**src/rtl/if_fetch.sv**
```systemverilog
// Instruction-fetch unit: owns the PC, issues one ROM request per cycle and
// queues tagged instruction words (2 entries) toward decode; jumps flush everything.
module if_fetch #(
    parameter int                 ADDR_W   = 32,
    parameter int                 DATA_W   = 32,
    parameter logic [ADDR_W-1:0]  RESET_PC = '0
) (
    input  logic              clk,
    input  logic              rst_n,
    output logic [ADDR_W-1:0] pc_o,
    output logic              pc_send_valid_o,
    input  logic              pc_receive_ready_i,
    input  logic [DATA_W-1:0] inst_data_i,
    input  logic              inst_valid_i,
    input  logic              jump_en_i,
    input  logic [ADDR_W-1:0] jump_addr_i,
    output logic [DATA_W-1:0] inst_o,
    output logic [ADDR_W-1:0] inst_addr_o,
    output logic              inst_valid_o,
    input  logic              inst_ready_i
);

    localparam int DEPTH = 2;

    logic [ADDR_W-1:0] pc_reg, pc_next;
    logic [ADDR_W-1:0] req_pc_reg, req_pc_next;
    logic              inflight_reg, inflight_next;
    logic [1:0]        count_reg, count_next;
    logic              wr_ptr_reg, wr_ptr_next;
    logic              rd_ptr_reg, rd_ptr_next;

    logic [ADDR_W-1:0] addr_mem [DEPTH];
    logic [DATA_W-1:0] data_mem [DEPTH];
    logic [DEPTH-1:0]  wr_en;

    logic              accept;
    logic              pop;
    logic              push;
    logic [2:0]        credit;

    // Handshake and credit: the queue plus the in-flight word may never exceed two,
    // so a captured response always has a free slot.
    always_comb begin
        inst_valid_o    = rst_n & ~jump_en_i & (count_reg != 2'd0);
        pop             = inst_valid_o & inst_ready_i;
        credit          = {1'b0, count_reg} + {2'b00, inflight_reg} - {2'b00, pop};
        pc_send_valid_o = rst_n & ~jump_en_i & (credit < 3'd2);
        accept          = pc_send_valid_o & pc_receive_ready_i;
        push            = inflight_reg & inst_valid_i & ~jump_en_i;
    end

    always_comb begin
        pc_next       = pc_reg;
        req_pc_next   = req_pc_reg;
        inflight_next = inflight_reg;
        count_next    = count_reg;
        wr_ptr_next   = wr_ptr_reg;
        rd_ptr_next   = rd_ptr_reg;
        if (jump_en_i) begin
            // Pointers realign so the first post-jump push lands at the head.
            pc_next       = {jump_addr_i[ADDR_W-1:2], 2'b00};
            inflight_next = 1'b0;
            count_next    = 2'd0;
            wr_ptr_next   = 1'b0;
            rd_ptr_next   = 1'b0;
        end else begin
            if (accept) begin
                pc_next     = pc_reg + ADDR_W'(4);
                req_pc_next = pc_reg;
            end
            inflight_next = accept;
            if (push) begin
                wr_ptr_next = ~wr_ptr_reg;
            end
            if (pop) begin
                rd_ptr_next = ~rd_ptr_reg;
            end
            count_next = count_reg + {1'b0, push} - {1'b0, pop};
        end
    end

    always_ff @(posedge clk) begin
        if (!rst_n) begin
            pc_reg       <= RESET_PC;
            req_pc_reg   <= '0;
            inflight_reg <= 1'b0;
            count_reg    <= 2'd0;
            wr_ptr_reg   <= 1'b0;
            rd_ptr_reg   <= 1'b0;
        end else begin
            pc_reg       <= pc_next;
            req_pc_reg   <= req_pc_next;
            inflight_reg <= inflight_next;
            count_reg    <= count_next;
            wr_ptr_reg   <= wr_ptr_next;
            rd_ptr_reg   <= rd_ptr_next;
        end
    end

    genvar gi;
    generate
        for (gi = 0; gi < DEPTH; gi++) begin : g_wr_en
            assign wr_en[gi] = push & (wr_ptr_reg == 1'(gi));
        end
    endgenerate

    // Entries are cleared on reset so the head reads as zero while in reset.
    always_ff @(posedge clk) begin
        if (!rst_n) begin
            for (int i = 0; i < DEPTH; i++) begin
                addr_mem[i] <= '0;
                data_mem[i] <= '0;
            end
        end else begin
            for (int i = 0; i < DEPTH; i++) begin
                if (wr_en[i]) begin
                    addr_mem[i] <= req_pc_reg;
                    data_mem[i] <= inst_data_i;
                end
            end
        end
    end

    assign pc_o        = pc_reg;
    assign inst_o      = data_mem[rd_ptr_reg];
    assign inst_addr_o = addr_mem[rd_ptr_reg];

endmodule

```
**config.mk**
```make
export PLATFORM = sky130hd
export DESIGN_NAME = if_fetch
export DESIGN_NICKNAME = d
export VERILOG_FILES = /design/src/rtl/if_fetch.sv
export SDC_FILE = /design/constraint.sdc
export NUM_CORES = 1
export LEC_CHECK = 0
export CAP_MARGIN = 10
export CORE_MARGIN = 8
export CORE_UTILIZATION = 55
export CTS_CLUSTER_DIAMETER = 200
export DETAILED_ROUTE_END_ITERATION = 10
export GPL_ROUTABILITY_DRIVEN = 0
export PLACE_DENSITY = 0.85
export SETUP_SLACK_MARGIN = 0.4
export SYNTH_ARGS = -nofsm -noshare
export SYNTH_HDL_FRONTEND = slang
export SYNTH_SLANG_ARGS = --single-unit
```
**constraint.sdc**
```tcl
create_clock -name clk -period 16.2 [get_ports clk]
set_clock_uncertainty 0.15 [all_clocks]
set_input_delay 3.24 -clock clk [delete_from_list [all_inputs] [get_ports clk]]
set_output_delay 3.24 -clock clk [all_outputs]
set_load 0.02 [all_outputs]
```
# After elaboration in Yosys (flattened, before gate mapping)
# Memories as Yosys holds them, arrays and structs flattened. A register that Yosys moved wholly into a read port is not among the register bits.
# Index checks and enable logic that the tools add are counted.
# W data, S select, Z words.
# classes
n_mux	17
bitwise_logic	17
magnitude_cmp	1
add_sub_neg	5
reduce_logical	4
# ops
operator	count
$mux W32	6
$add A32 B3 Y32 const B	1
$mux W1	11
$and A1 B1 Y1	9
$not A1 Y1	4
$or A1 B1 Y1	4
$reduce_bool A2 Y1	2
$add A2 B1 Y3	1
$lt A3 B2 Y1 const B	1
$sub A3 B1 Y3	1
$add A2 B1 Y2	1
$reduce_and A2 Y1	1
$reduce_or A2 Y1	1
$sub A2 B1 Y2	1
# totals
inputBits	70
word_cells	53
mem_count	2
mem_bits_rw	128
regBits	69
# mem_list
memory	words	width	rd	rd_clocked_by_memory_dff	write_ports	line_no	source
addr_mem	2	32	1	1	2	32	logic [ADDR_W-1:0] addr_mem [DEPTH];
data_mem	2	32	1	1	2	33	logic [DATA_W-1:0] data_mem [DEPTH];

# Logic depth before layout (Yosys ltp)
# logic_depth
ltp_word	10
ltp_mapped	14
ltp_nobuf	12

# Worst setup path before layout
# No wires, ideal clock.
# synth_path
path_kind	in2out
start	input port jump_en_i
end	output port pc_send_valid_o
cell_stages	9
path_slack_ps	7225
required_ps	12810
arrival_time_ps	5585
cell_sequence	nand2b_1 -> clkbuf_1 -> nor2_1 -> and2_1 -> ha_1 -> nand2b_1 -> fa_1 -> xor2_1 -> nor3b_1
# synth_between
elab_chain_len	7
# synth_rtl
element	line_no	source
start, declared	15	input logic jump_en_i,
$not A1 Y1 (no line)	-	
$and A1 B1 Y1 (2 in a row)	44	inst_valid_o = rst_n & ~jump_en_i & (count_reg != 2'd0);
named net inst_valid_o	19	output logic inst_valid_o,
$and A1 B1 Y1	45	pop = inst_valid_o & inst_ready_i;
named net pop	37	logic pop;
$sub A3 B1 Y3	46	credit = {1'b0, count_reg} + {2'b00, inflight_reg} - {2'b00, pop};
$lt A3 B2 Y1	47	pc_send_valid_o = rst_n & ~jump_en_i & (credit < 3'd2);
$and A1 B1 Y1	47	
end, declared	11	output logic pc_send_valid_o,
# The timed path passes the listed nets, and every way through them passes these cells.

# Worst setup path in the final report
# layout_path
start	input port rst_n
end	output port pc_send_valid_o
# layout_between
elab_chain_len	6
# layout_rtl
element	line_no	source
start, declared	9	input logic rst_n,
$and A1 B1 Y1 (2 in a row)	44	
$and A1 B1 Y1	45	
named net pop	37	
$sub A3 B1 Y3	46	
$lt A3 B2 Y1	47	
$and A1 B1 Y1	47	
# The timed path passes the listed nets, and every way through them passes these cells.

==> impl_metrics.tcl <==
set metrics [dict create \
    status "completed" \
    gr-usage-met1_pct 25.1 \
    largest_register_ffs 64 \
    grt_pass1_wl_mm 28.5 \
    clk_pin_slew_ps 60 \
    required_ps 12810 \
    arrival_ps 6780 \
    grt_pass1_vias 5601 \
    ys_top_cells_by_count "edfxtp_1 (124), nand2_1 (69), dfxtp_1 (66), and2_1 (64), mux2_2 (62)" \
    ys_types 48 \
    async_flop_share_pct 0 \
    worst_slew_pin_slew_ps 956 \
    clockBufferDepth 2 \
    period_share_pct 62.7 \
    seqCellArea_um2 5050 \
    vdd_drop_max_mv 0.0772 \
    yosysWarnings 0 \
    placement_rows 44 \
    dieHeight_um 136 \
    grt_overflow 0 \
    start_kind "input port" \
    syn_to_final_growth_pct 29.6 \
    timing.slew.headroom_pct 36.2 \
    criticalPathCategory "input port to primary output" \
    seq_area_frac_synth_pct 63.2 \
    worstHoldStart "req_pc_reg[28]" \
    cts_tree "done" \
    cts-root-buf "clkbuf_16" \
    slew_violations 0 \
    synth_ff_type "edfxtp_1" \
    htree_levels 4 \
    synth_top_area_cell "edfxtp_1" \
    synth_cells 657 \
    post_drt_wl_per_cell_um 18.0 \
    nFillCells 1010 \
    setup_viol 0 \
    top_usage_layer "met2" \
    cts-resized-gates 0 \
    drive_gt1_share_pct 13.3 \
    regMostFlops "data_mem" \
    grtUsageMet3_pct 5.88 \
    first_pass_iters 7 \
    final_nets 879 \
    hold_end "req_pc_reg[28]" \
    portBuffers 161 \
    synth_area_leaders "edfxtp_1 (47%), dfxtp_1 (17%), mux2_2 (8.8%), and2_1 (5.0%), nand2_1 (3.2%)" \
    synth_most_common_cell "edfxtp_1" \
    top_regs "data_mem (64), addr_mem (60)" \
    synth_edf_count 124 \
    post-route-drc-count 0 \
    die_x_um 136 \
    cts_setup_buffers 0 \
    cpMaxStageDelayCell "clkdlybuf4s50_1" \
    cp_max_fo 12 \
    grt_setup_unrepaired "no" \
    vias 5571 \
    syn-cell-area_um2 7980 \
    avgViaCountPerCell 5.56 \
    p_per_area_nw_per_um2 102 \
    min_delay_path_depth 2 \
    drv_cap 0 \
    multi_input_area_um2 2740 \
    fin_tns_setup_ps 0 \
    cts_hold_buf 0 \
    period_needed_ps 10170 \
    synth_top_area_share_pct 46.7 \
    reg2reg_depth 12 \
    hold_path.class "register to register" \
    p_leak_nw 3.70 \
    path_cells "clkdlybuf4s50_1, nand2b_1, nor2_1, and2_1, ha_1, nand2b_1, fa_1, xor2_1, nor3b_1, clkdlybuf4s50_1" \
    rrSetupSlack_ps 12660 \
    synth.avg_cell_area_um2 12.1 \
    dieArea_um2 18600 \
    clkLatencyLatePin_ps 420 \
    final-hold-violation-count 0 \
    grt_max_degree 63 \
    critPathMaxStageDelay_ps 860 \
    ios 168 \
    final_util_pct 72.0 \
    final_area_um2 10300 \
    drt_iter0_drc 388 \
    grtUsageMet2_pct 30.8 \
    cp_top_family "buffers and inverters" \
    antenna_found_initial 1 \
    final_antenna_net_count 0 \
    start_util_pct 55.5 \
    dpl.hpwl_mm 11.8 \
    cts_sinks 190 \
    fmax_mhz 98.4 \
    core_area_um2 14400 \
    synth_seq_cells 190 \
    critical_path_buf_inv_count 2 \
    grtUsageTotal_pct 19.7 \
    cts_buffers 17 \
    setup_slack_ps 6030 \
    cp-end-kind "primary output" \
    r2r_start "count_reg[1]" \
    preCtsSetupSlack_ps 6060 \
    drt-total-wl_mm 18.1 \
    reg2reg_to "pc_o[8]" \
    dpl-instance-area_um2 9720 \
]
[layer usage]
| layer | up-vias | share of wire [%] |
|---|---|---|
| met5 | - | 0 |
| met4 | 0 | 1.8 |
| li1 | 2635 | - |
| met3 | 31 | 9.0 |
| met2 | 256 | 47 |
| met1 | 2649 | 42 |
[cell families (layout without fill, tap and decap cells)]
logic type                 Yosys count  after routing  share of synthesized area [%]
buffers and inverters               56            213                           2.93
and+or+nand+nor                    222            222                           14.6
DFF                                190            190                           63.2
other                                1              5                         0.0470
adders and majority gates            5              5                          0.878
AOI/OAI and AO/OA                  100            100                           7.20
muxes                               63             63                           8.88
xor gates and xnor gates            20             20                           2.20
[worst max-delay path by stage]
stage                          from         endpoint  slack (ps)  depth (start not counted)
final                         rst_n  pc_send_valid_o        6030                         10
after detailed placement      rst_n  pc_send_valid_o        6060                         10
after global placement        rst_n  pc_send_valid_o        6150                         10
after floorplan           jump_en_i  pc_send_valid_o        7220                          9
after global routing          rst_n  pc_send_valid_o        5820                         10
after CTS                     rst_n  pc_send_valid_o        6030                         10
[layout make-up]
class,count,share of cell area (%)
diodes,1,0.0242
clock buffers,22,4.70
clock inverters,10,1.06
inverters,13,0.472
multi-input cells,414,26.5
flip-flops and latches,190,48.8
well taps,184,2.23
repair buffers,168,16.2
[worst reg2reg max path, cell delays in order (launching register included)]
cell	delay, ps
dfxtp_1	440
nor2_1	80
nor2_1	130
and2_1	210
ha_1	240
nand2b_1	150
fa_1	510
nand4b_1	150
or2_2	340
buf_4	320
nor4_1	400
xnor2_1	100
a211oi_1	230
[layout by cell type, fill, tap and decap left out, types with 8 or more instances in the layout]
master / Yosys / routed
a21oi_1: 51 / 51
nand3_1: 15 / 15
edfxtp_1: 124 / 124
nor2_1: 29 / 28
o21ai_0: 17 / 15
and2_1: 64 / 64
clkdlybuf4s50_1: 0 / 161
xor2_1: 10 / 10
xnor2_1: 10 / 10
inv_1: 12 / 12
dfxtp_1: 66 / 65
o22ai_1: 8 / 8
a22oi_1: 8 / 8
mux2_2: 62 / 62
clkbuf_16: 0 / 18
nand4_1: 10 / 10
nand2_1: 69 / 69
[through the flow]
step                total power [mW]  instances  hold slack (ps)
floorplan                      0.600        660              282
global placement               0.645        968              290
detailed placement             0.648        968              294
CTS                             1.06       1000              301
global route                    1.09       1002              317
finish                          1.06       1002              300
[report_power, final]
part | internal (mW) | switching [mW] | leakage, nW
registers | 0.532 | 0.0123 | 1.83
clock network | 0.244 | 0.172 | 0.297
logic | 0.0457 | 0.0478 | 1.58
Note: power is estimated with default switching activity, not from simulation.
